## config.mk

```make
export PLATFORM = sky130hd
export DESIGN_NAME = clock_div_ctrl
export DESIGN_NICKNAME = d
export VERILOG_FILES = /design/src/rtl/clk_div_pkg.sv /design/src/rtl/div_counter.sv /design/src/rtl/clock_div_ctrl.sv
export SDC_FILE = /design/constraint.sdc
export NUM_CORES = 1
export LEC_CHECK = 0
export CAP_MARGIN = 20
export CELL_PAD_IN_SITES_DETAIL_PLACEMENT = 0
export CELL_PAD_IN_SITES_GLOBAL_PLACEMENT = 2
export CORE_MARGIN = 4
export CORE_UTILIZATION = 33
export DETAILED_ROUTE_END_ITERATION = 10
export GPL_TIMING_DRIVEN = 0
export PLACE_DENSITY_LB_ADDON = 0.1
export SLEW_MARGIN = 20
export SYNTH_ARGS = -nofsm -noshare
export SYNTH_HDL_FRONTEND = slang
export SYNTH_SLANG_ARGS = --single-unit
```

## constraint.sdc

```tcl
create_clock -name clk -period 3.6 [get_ports clk]
set_clock_uncertainty 0.1 [all_clocks]
set_input_delay 0.72 -clock clk [delete_from_list [all_inputs] [get_ports clk]]
set_output_delay 0.72 -clock clk [all_outputs]
set_load 0.02 [all_outputs]
```

## src/rtl/clk_div_pkg.sv

```systemverilog
// Shared types and default sizing for the programmable clock divider.
package clk_div_pkg;

  typedef enum logic [1:0] {
    IDLE = 2'd0,
    RUN  = 2'd1,
    PEND = 2'd2
  } div_state_t;

  localparam int unsigned CLKDIV_WIDTH       = 10;
  localparam int unsigned CLKDIV_DEFAULT_DIV = 500;
  localparam int unsigned CLKDIV_TICKCNT_W   = 16;

endpackage

```

## src/rtl/div_counter.sv

```systemverilog
// Half-period counter: wraps at term_val, toggling lohi and pulsing tick on each wrap.
module div_counter
  import clk_div_pkg::*;
#(
  parameter int unsigned WIDTH = CLKDIV_WIDTH
) (
  input  logic             clk,
  input  logic             reset,
  input  logic             clear,
  input  logic             en,
  input  logic [WIDTH-1:0] term_val,
  output logic [WIDTH-1:0] q,
  output logic             lohi,
  output logic             tick
);

  // clear has priority so stop/idle always parks the wave low at q=0
  always_ff @(posedge clk or posedge reset) begin
    if (reset) begin
      q    <= '0;
      lohi <= 1'b0;
      tick <= 1'b0;
    end else if (clear) begin
      q    <= '0;
      lohi <= 1'b0;
      tick <= 1'b0;
    end else if (en) begin
      if (q >= term_val) begin
        q    <= '0;
        lohi <= ~lohi;
        tick <= 1'b1;
      end else begin
        q    <= q + WIDTH'(1);
        tick <= 1'b0;
      end
    end else begin
      tick <= 1'b0;
    end
  end

endmodule

```

## src/rtl/clock_div_ctrl.sv

```systemverilog
// Start/stop/pause controller with glitch-free divide-ratio updates.
// Optional CLKDIV_TICKCNT_EN adds a saturating tick_cnt output.
module clock_div_ctrl
  import clk_div_pkg::*;
#(
  parameter int unsigned WIDTH       = CLKDIV_WIDTH,
  parameter int unsigned DEFAULT_DIV = CLKDIV_DEFAULT_DIV
) (
  input  logic             clk,
  input  logic             reset,
  input  logic             start,
  input  logic             stop,
  input  logic             enable_n,
  input  logic             cfg_valid,
  input  logic [WIDTH-1:0] cfg_div,
  output logic             cfg_ready,
  output logic             cfg_err,
  output logic [WIDTH-1:0] q,
  output logic             lohi,
  output logic             tick,
  output logic             busy,
  output logic [WIDTH-1:0] div_active
`ifdef CLKDIV_TICKCNT_EN
  ,
  output logic [CLKDIV_TICKCNT_W-1:0] tick_cnt
`endif
);

  div_state_t       state, state_next;
  logic [WIDTH-1:0] shadow, shadow_next, div_active_next;
  logic [WIDTH-1:0] term_val;
  logic             cfg_err_next;
  logic             hs_c, zero_c, cnt_en_c, clear_c, wrap_c;

  assign hs_c     = cfg_valid & cfg_ready;
  assign zero_c   = (cfg_div == '0);
  assign term_val = div_active - WIDTH'(1);
  assign cnt_en_c = ~enable_n & (state != IDLE);
  assign clear_c  = (state == IDLE) | stop;
  assign wrap_c   = cnt_en_c & (q >= term_val);

  div_counter #(.WIDTH(WIDTH)) u_counter (
    .clk      (clk),
    .reset    (reset),
    .clear    (clear_c),
    .en       (cnt_en_c),
    .term_val (term_val),
    .q        (q),
    .lohi     (lohi),
    .tick     (tick)
  );

  // next-state and register updates; a shadow commits only on a wrap or a stop
  always_comb begin
    state_next      = state;
    div_active_next = div_active;
    shadow_next     = shadow;
    cfg_err_next    = hs_c & zero_c;
    case (state)
      IDLE: begin
        if (hs_c && !zero_c) div_active_next = cfg_div;
        if (start && !stop)  state_next = RUN;
      end
      RUN: begin
        if (stop) begin
          state_next = IDLE;
          if (hs_c && !zero_c) div_active_next = cfg_div;
        end else if (hs_c && !zero_c) begin
          shadow_next = cfg_div;
          state_next  = PEND;
        end
      end
      PEND: begin
        if (stop || wrap_c) begin
          div_active_next = shadow;
          state_next      = stop ? IDLE : RUN;
        end
      end
      default: state_next = IDLE;
    endcase
  end

  always_ff @(posedge clk or posedge reset) begin
    if (reset) begin
      state      <= IDLE;
      div_active <= WIDTH'(DEFAULT_DIV);
      shadow     <= '0;
      cfg_err    <= 1'b0;
      cfg_ready  <= 1'b1;
      busy       <= 1'b0;
    end else begin
      state      <= state_next;
      div_active <= div_active_next;
      shadow     <= shadow_next;
      cfg_err    <= cfg_err_next;
      cfg_ready  <= (state_next != PEND);
      busy       <= (state_next != IDLE);
    end
  end

`ifdef CLKDIV_TICKCNT_EN
  // counts ticks since the last accepted start, saturating
  always_ff @(posedge clk or posedge reset) begin
    if (reset) begin
      tick_cnt <= '0;
    end else if (state == IDLE && start && !stop) begin
      tick_cnt <= '0;
    end else if (tick && tick_cnt != {CLKDIV_TICKCNT_W{1'b1}}) begin
      tick_cnt <= tick_cnt + CLKDIV_TICKCNT_W'(1);
    end
  end
`endif

endmodule

```

* Word level (Yosys, flattened, before mapping)
Index checks and enable logic that the tools add are counted.
** Word-level totals
- ROM bits :: 0
- Bits in latches :: 0
- Logic and storage cells :: 59
- Input bits :: 16
- Memories kept :: 0
- Memory bits (writable) :: 0
- Output and inout bits :: 25
- Register bits :: 37
** Operators by class
- $lt $le $gt $ge :: 1
- $mul :: 0
- Reduce and logical (&&, ||, !) cells :: 15
- Equal/unequal tests :: 5
- $add $sub $neg :: 2
- Mux-type cells :: 19
- Shifts and indexed selects :: 0
- Bitwise operators :: 8
- Divide/modulo/power cells :: 0
** Operators by type and width (count)
- $mux W10 :: 6
- $pmux W10 S3 :: 1
- $add A10 B1 Y10 const B :: 1
- $ge A10 B10 Y1 :: 1
- $logic_not A10 Y1 :: 1
- $sub A10 B1 Y10 const B :: 1
- $mux W2 :: 4
- $reduce_bool A2 Y1 :: 4
- $mux W1 :: 7
- $ne A2 B2 Y1 const B :: 3
- $pmux W2 S3 :: 1
- $reduce_and A3 Y1 :: 2
- $and A1 B1 Y1 :: 4
- $not A1 Y1 :: 3
- $reduce_bool A3 Y1 :: 1
- $eq A2 B1 Y1 const B :: 1
- $eq A2 B2 Y1 const B :: 1
- $logic_and A1 B1 Y1 :: 2
- $logic_not A1 Y1 :: 2
- $logic_not A2 Y1 :: 1
- $reduce_and A2 Y1 :: 1
- $logic_or A1 B1 Y1 :: 1
- $or A1 B1 Y1 :: 1

* Logic depth before layout (Yosys ltp)
- Word-level depth :: 7
- Depth in mapped cells :: 11

* Cells and area by module
A second synthesis with hierarchy kept.
** Second synthesis, totals
- Cells, all modules :: 296
- Area total of the unflattened synthesis :: 2765.2 µm²
** Modules (own cells, without submodules)
- clock_div_ctrl :: area each 1896.8 µm², cells an instance 197, instances 1
- div_counter :: area each 868.3 µm², cells an instance 99, instances 1

* Worst setup path after synthesis
Ideal clock, no wire load.
- Path type :: register to register
- From :: register div_active[3]
- To :: register div_active[3]
- Setup time :: 0.125 ns
- Buffers on the path :: 0
- Stages on the path, launching flop included :: 11
- Path slack :: 0.487 ns
- Data arrival time :: 2.889 ns
- Required time :: 3.375 ns
- Clock period less this slack :: 3.113 ns
- Cells stage by stage :: dfrtp_1 -> or4_1 -> nor3_1 -> nand2_1 -> xor2_1 -> ha_1 -> nand2_1 -> o21ai_0 -> nand2_1 -> a31oi_4 -> mux2_2
** On the way
- Word-level cells in the longest chain between the ends :: 6
** Ends and longest elaborated chain
- from (decl) :: line clock_div_ctrl.sv:22 : output logic [WIDTH-1:0] div_active
- from (signal assigned) :: line clock_div_ctrl.sv:86 : div_active <= WIDTH'(DEFAULT_DIV);
- from (signal assigned) :: line clock_div_ctrl.sv:93 : div_active <= div_active_next;
- $sub A10 B1 Y10 :: line clock_div_ctrl.sv:37 : assign term_val = div_active - WIDTH'(1);
- $ge A10 B10 Y1 :: line clock_div_ctrl.sv:40 : assign wrap_c = cnt_en_c & (q >= term_val);
- $and A1 B1 Y1 :: line clock_div_ctrl.sv:40
- $logic_or A1 B1 Y1 :: line clock_div_ctrl.sv:74 : if (stop || wrap_c) begin
- $ne A2 B2 Y1 (no source line)
- $reduce_and A3 Y1 (no source line)
Parallel ways exist; a longest one is shown, timed or not. The select of a mux whose other input is x is not followed.
A chain may end at the register's enable or synchronous reset.

* Worst setup path after layout
Ends and elaborated chain as after synthesis.

==> results.py <==
metrics = {
    "status": {
        "status": "finished clean",
    },
    "global_route": {
        "antenna_found_initial": 0,
        "grt_max_degree": 38,
        "track_usage": 0.135,
        "grt_pass1_vias": 1699,
        "grt-ovfl-total": 0,
        "grt_pass1_wl_mm": 8.17,
    },
    "yosys": {
        "yosys.area.top_type_share": 0.356,
        "synth_area_per_cell_um2": 10.9,
        "synth-edff-count": 0,
        "synth.most_common_cell": "dfrtp_1",
        "synthTopCellsByCount": "dfrtp_1 (30), mux2_2 (26), nor2_1 (15)",
        "synth.area.top_cells": "dfrtp_1 (36%), mux2_2 (14%), dfstp_2 (8.7%)",
        "yosys.area.top_type": "dfrtp_1",
        "ys.flop_type": "dfrtp_1",
        "ys_ff_latch": 37,
        "yosysUniqueCellTypes": 41,
        "seq_area_frac_synth": 0.444,
        "synth_warnings": 0,
        "synthCells": 194,
        "synthArstFlopShare": 1.00,
        "syn-num-nets": 222,
        "syn_area_mm2": 0.00211,
    },
    "floorplanning": {
        "die_w_um": 87.9,
        "rows": 28,
        "coreArea_mm2": 0.00606,
        "start_util": 0.348,
        "die_area_mm2": 0.00773,
        "fp.dieH_um": 87.9,
        "io_pins": 41,
    },
    "clock_network": {
        "cts-root-buf": "clkbuf_8",
        "tritoncts": "done",
        "clock_path_buffers": 2,
        "numClockSinks": 37,
        "clkSlewWorstSetupHoldPaths_ps": 80,
        "clock_latency_ps": 290,
        "ctsHoldBuffers": 0,
        "cts_htree_levels": 2,
        "numCtsBuffers": 5,
        "postCtsResizedCells": 0,
    },
    "power_and_ir_drop": {
        "vdd_drop_max_uv": 240,
        "internal_power_uw": 931,
        "power.density_mw_per_mm2": 484,
        "switching_share": 0.299,
        "switchingPower_uw": 396,
        "p_leak_nw": 1.14,
        "finalPower_mw": 1.33,
        "comb_power_share": 0.285,
        "power_frac_clock": 0.287,
        "seqPwrFrac": 0.428,
    },
    "placed_design": {
        "place_congestion": 0.771,
        "numPortBuffers": 40,
        "dp_hpwl_mm": 3.73,
    },
    "timing": {
        "maxSlewViolCount": 0,
        "fin_tns_setup_ps": 0,
        "fin_crit_sh": 0.927,
        "fmax_mhz": 300,
        "hold_viol": 0,
        "rsz0062_at_grt": "no",
        "relSlewSlack": 0.477,
        "period_needed_ps": 3340,
        "worst_slew_pin_slew_ps": 783,
        "setup_viol": 0,
    },
    "route": {
        "drcViolationCount": 0,
        "vias_per_cell": 4.94,
        "ant_nets": 0,
        "drt_wl_total_mm": 4.68,
        "drt-initial-drc-count": 36,
        "wl_per_cell_um": 14.7,
        "vias": 1571,
        "first_pass_iters": 4,
    },
    "job": {
        "maxCapViolCount": 0,
    },
    "critical_path": {
        "critPathCaptureType": "flip-flop",
        "criticalPathCategory": "reg -> reg",
        "cp_max_fo": 9,
        "crit_top_cell": "nand2_1",
        "cp.required_ps": 3670,
        "crit_slowest_cell": "or4_1",
        "critPathMaxStageDelay_ps": 570,
        "cp_data_arrival_time_ps": 3410,
        "start_kind": "flip-flop",
        "crit_chain": "or4_1 > nor3_1 > nand2_1 > xor2_1 > ha_1 > nand2_1 > o21ai_0 > nand2_1 > a31oi_4 > buf_12 > mux2_2",
    },
    "finish": {
        "antenna_cells": 0,
        "drive_above_1_share": 0.226,
        "layout.nets": 270,
        "syn_to_final_growth_pct": 30.1,
    },
    "min_path": {
        "hp-class": "reg -> reg",
    },
}
## sequential cells by signal (all words and copies together), names as in the netlist
| signal | flops |
|---|---|
| cfg_ready | 1 |
| state | 2 |
| u_counter.lohi | 1 |
| u_counter.q | 10 |
| div_active | 10 |
| cfg_err | 1 |
| u_counter.tick | 1 |
| busy | 1 |
| shadow | 10 |
## area by class of cell
cell class	count	area (µm²)
Fill cell	580	3320
Multi-Input combinational cell	144	1110
Sequential cell	37	935
Timing Repair Buffer	41	420
Tap cell	75	93.8
Clock buffer	6	82.6
Clock inverter	2	37.5
Buffer	5	32.5
Inverter	8	30.0
## per-stage QoR
step | util | instance area (µm²) | setup slack, ps | hold WS [ps] | instances
after floorplan | - | 2110 | 487 | 374 | 194
after global routing | 0.452 | 2740 | 22.8 | 419 | 318
after global placement | 0.429 | 2600 | 174 | 381 | 309
after detailed placement | 0.429 | 2600 | 128 | 388 | 309
final | 0.452 | 2740 | 261 | 406 | 318
after CTS | 0.449 | 2720 | 112 | 408 | 317
## repair_timing
action | 4_1_cts | 5_1_grt
hold endpoints to repair | 0 | 0
endpoints found under the setup margin | 0 | 8
buffers inserted | 0 | 1
## cell usage in the layout, fill, tap and decap left out, types with 2 or more instances in the layout
| cell type | instances |
|---|---|
| xnor2_1 | 6 |
| and2_1 | 2 |
| nor4_1 | 3 |
| a211oi_1 | 2 |
| nor3b_1 | 2 |
| dfrtp_1 | 30 |
| and3_1 | 3 |
| nor2_1 | 15 |
| buf_4 | 3 |
| ha_1 | 12 |
| nor3_1 | 5 |
| inv_1 | 7 |
| nor2b_1 | 2 |
| nand3_1 | 9 |
| mux2i_1 | 4 |
| buf_2 | 2 |
| a21oi_1 | 6 |
| clkbuf_8 | 6 |
| o21ai_0 | 5 |
| dfstp_2 | 7 |
| xor2_1 | 9 |
| nand2b_1 | 2 |
| mux2_2 | 26 |
| nand2_1 | 13 |
| clkdlybuf4s50_1 | 40 |
## worst max-delay path, delay by kind of cell, from the launching register on
| family | cells | cell delay, ps |
|---|---|---|
| muxes | 1 | 320 |
| DFF | 1 | 440 |
| xor gates and xnor gates | 1 | 150 |
| and+or+nand+nor | 5 | 1150 |
| adders and majority gates | 1 | 290 |
| AOI/OAI and AO/OA | 2 | 620 |
| buffers and inverters | 1 | 160 |
## power by group through the flow
stage               logic [mW]  registers (mW)  clock network, mW
floorplan                0.209           0.597                  0
global placement         0.365           0.572                  0
detailed placement       0.377           0.577                  0
CTS                      0.378           0.569              0.392
global route             0.418           0.580              0.411
finish                   0.378           0.568              0.381
## layer usage
layer	track usage	vias to the layer above	wire, µm
li1	-	783	-
met4	0.0335	0	34
met3	0.0320	4	176
met2	0.239	27	2370
met5	0	-	0
met1	0.166	757	2100
## cells by family after synthesis
| kind of cell | share of synthesized area |
|---|---|
| mux | 0.158 |
| buf+inv | 0.0297 |
| fa+ha+maj | 0.0713 |
| xor+xnor | 0.0624 |
| simple gates | 0.144 |
| flops | 0.444 |
| compound gates | 0.0909 |
## path summary, 6_finish.rpt
| kind | startpoint | endpoint | slack (ps) | depth (start not counted) |
|---|---|---|---|---|
| setup / recovery | div_active[3]$_DFFE_PP0P_ | div_active[3]$_DFFE_PP0P_ | 260 | 11 |
| hold / removal | shadow[7]$_DFFE_PP0P_ | shadow[7]$_DFFE_PP0P_ | 410 | 1 |
| setup reg to reg | div_active[3]$_DFFE_PP0P_ | div_active[3]$_DFFE_PP0P_ | 260 | 11 |
| hold reg to reg | shadow[7]$_DFFE_PP0P_ | shadow[7]$_DFFE_PP0P_ | 410 | 1 |
| max in group asynchronous | reset | u_counter.q[6]$_DFFE_PP0P_ | 2110 | 2 |
| min in group asynchronous | reset | cfg_err$_DFF_PP0_ | 790 | 2 |
Note: power is estimated with default switching activity, not from simulation.
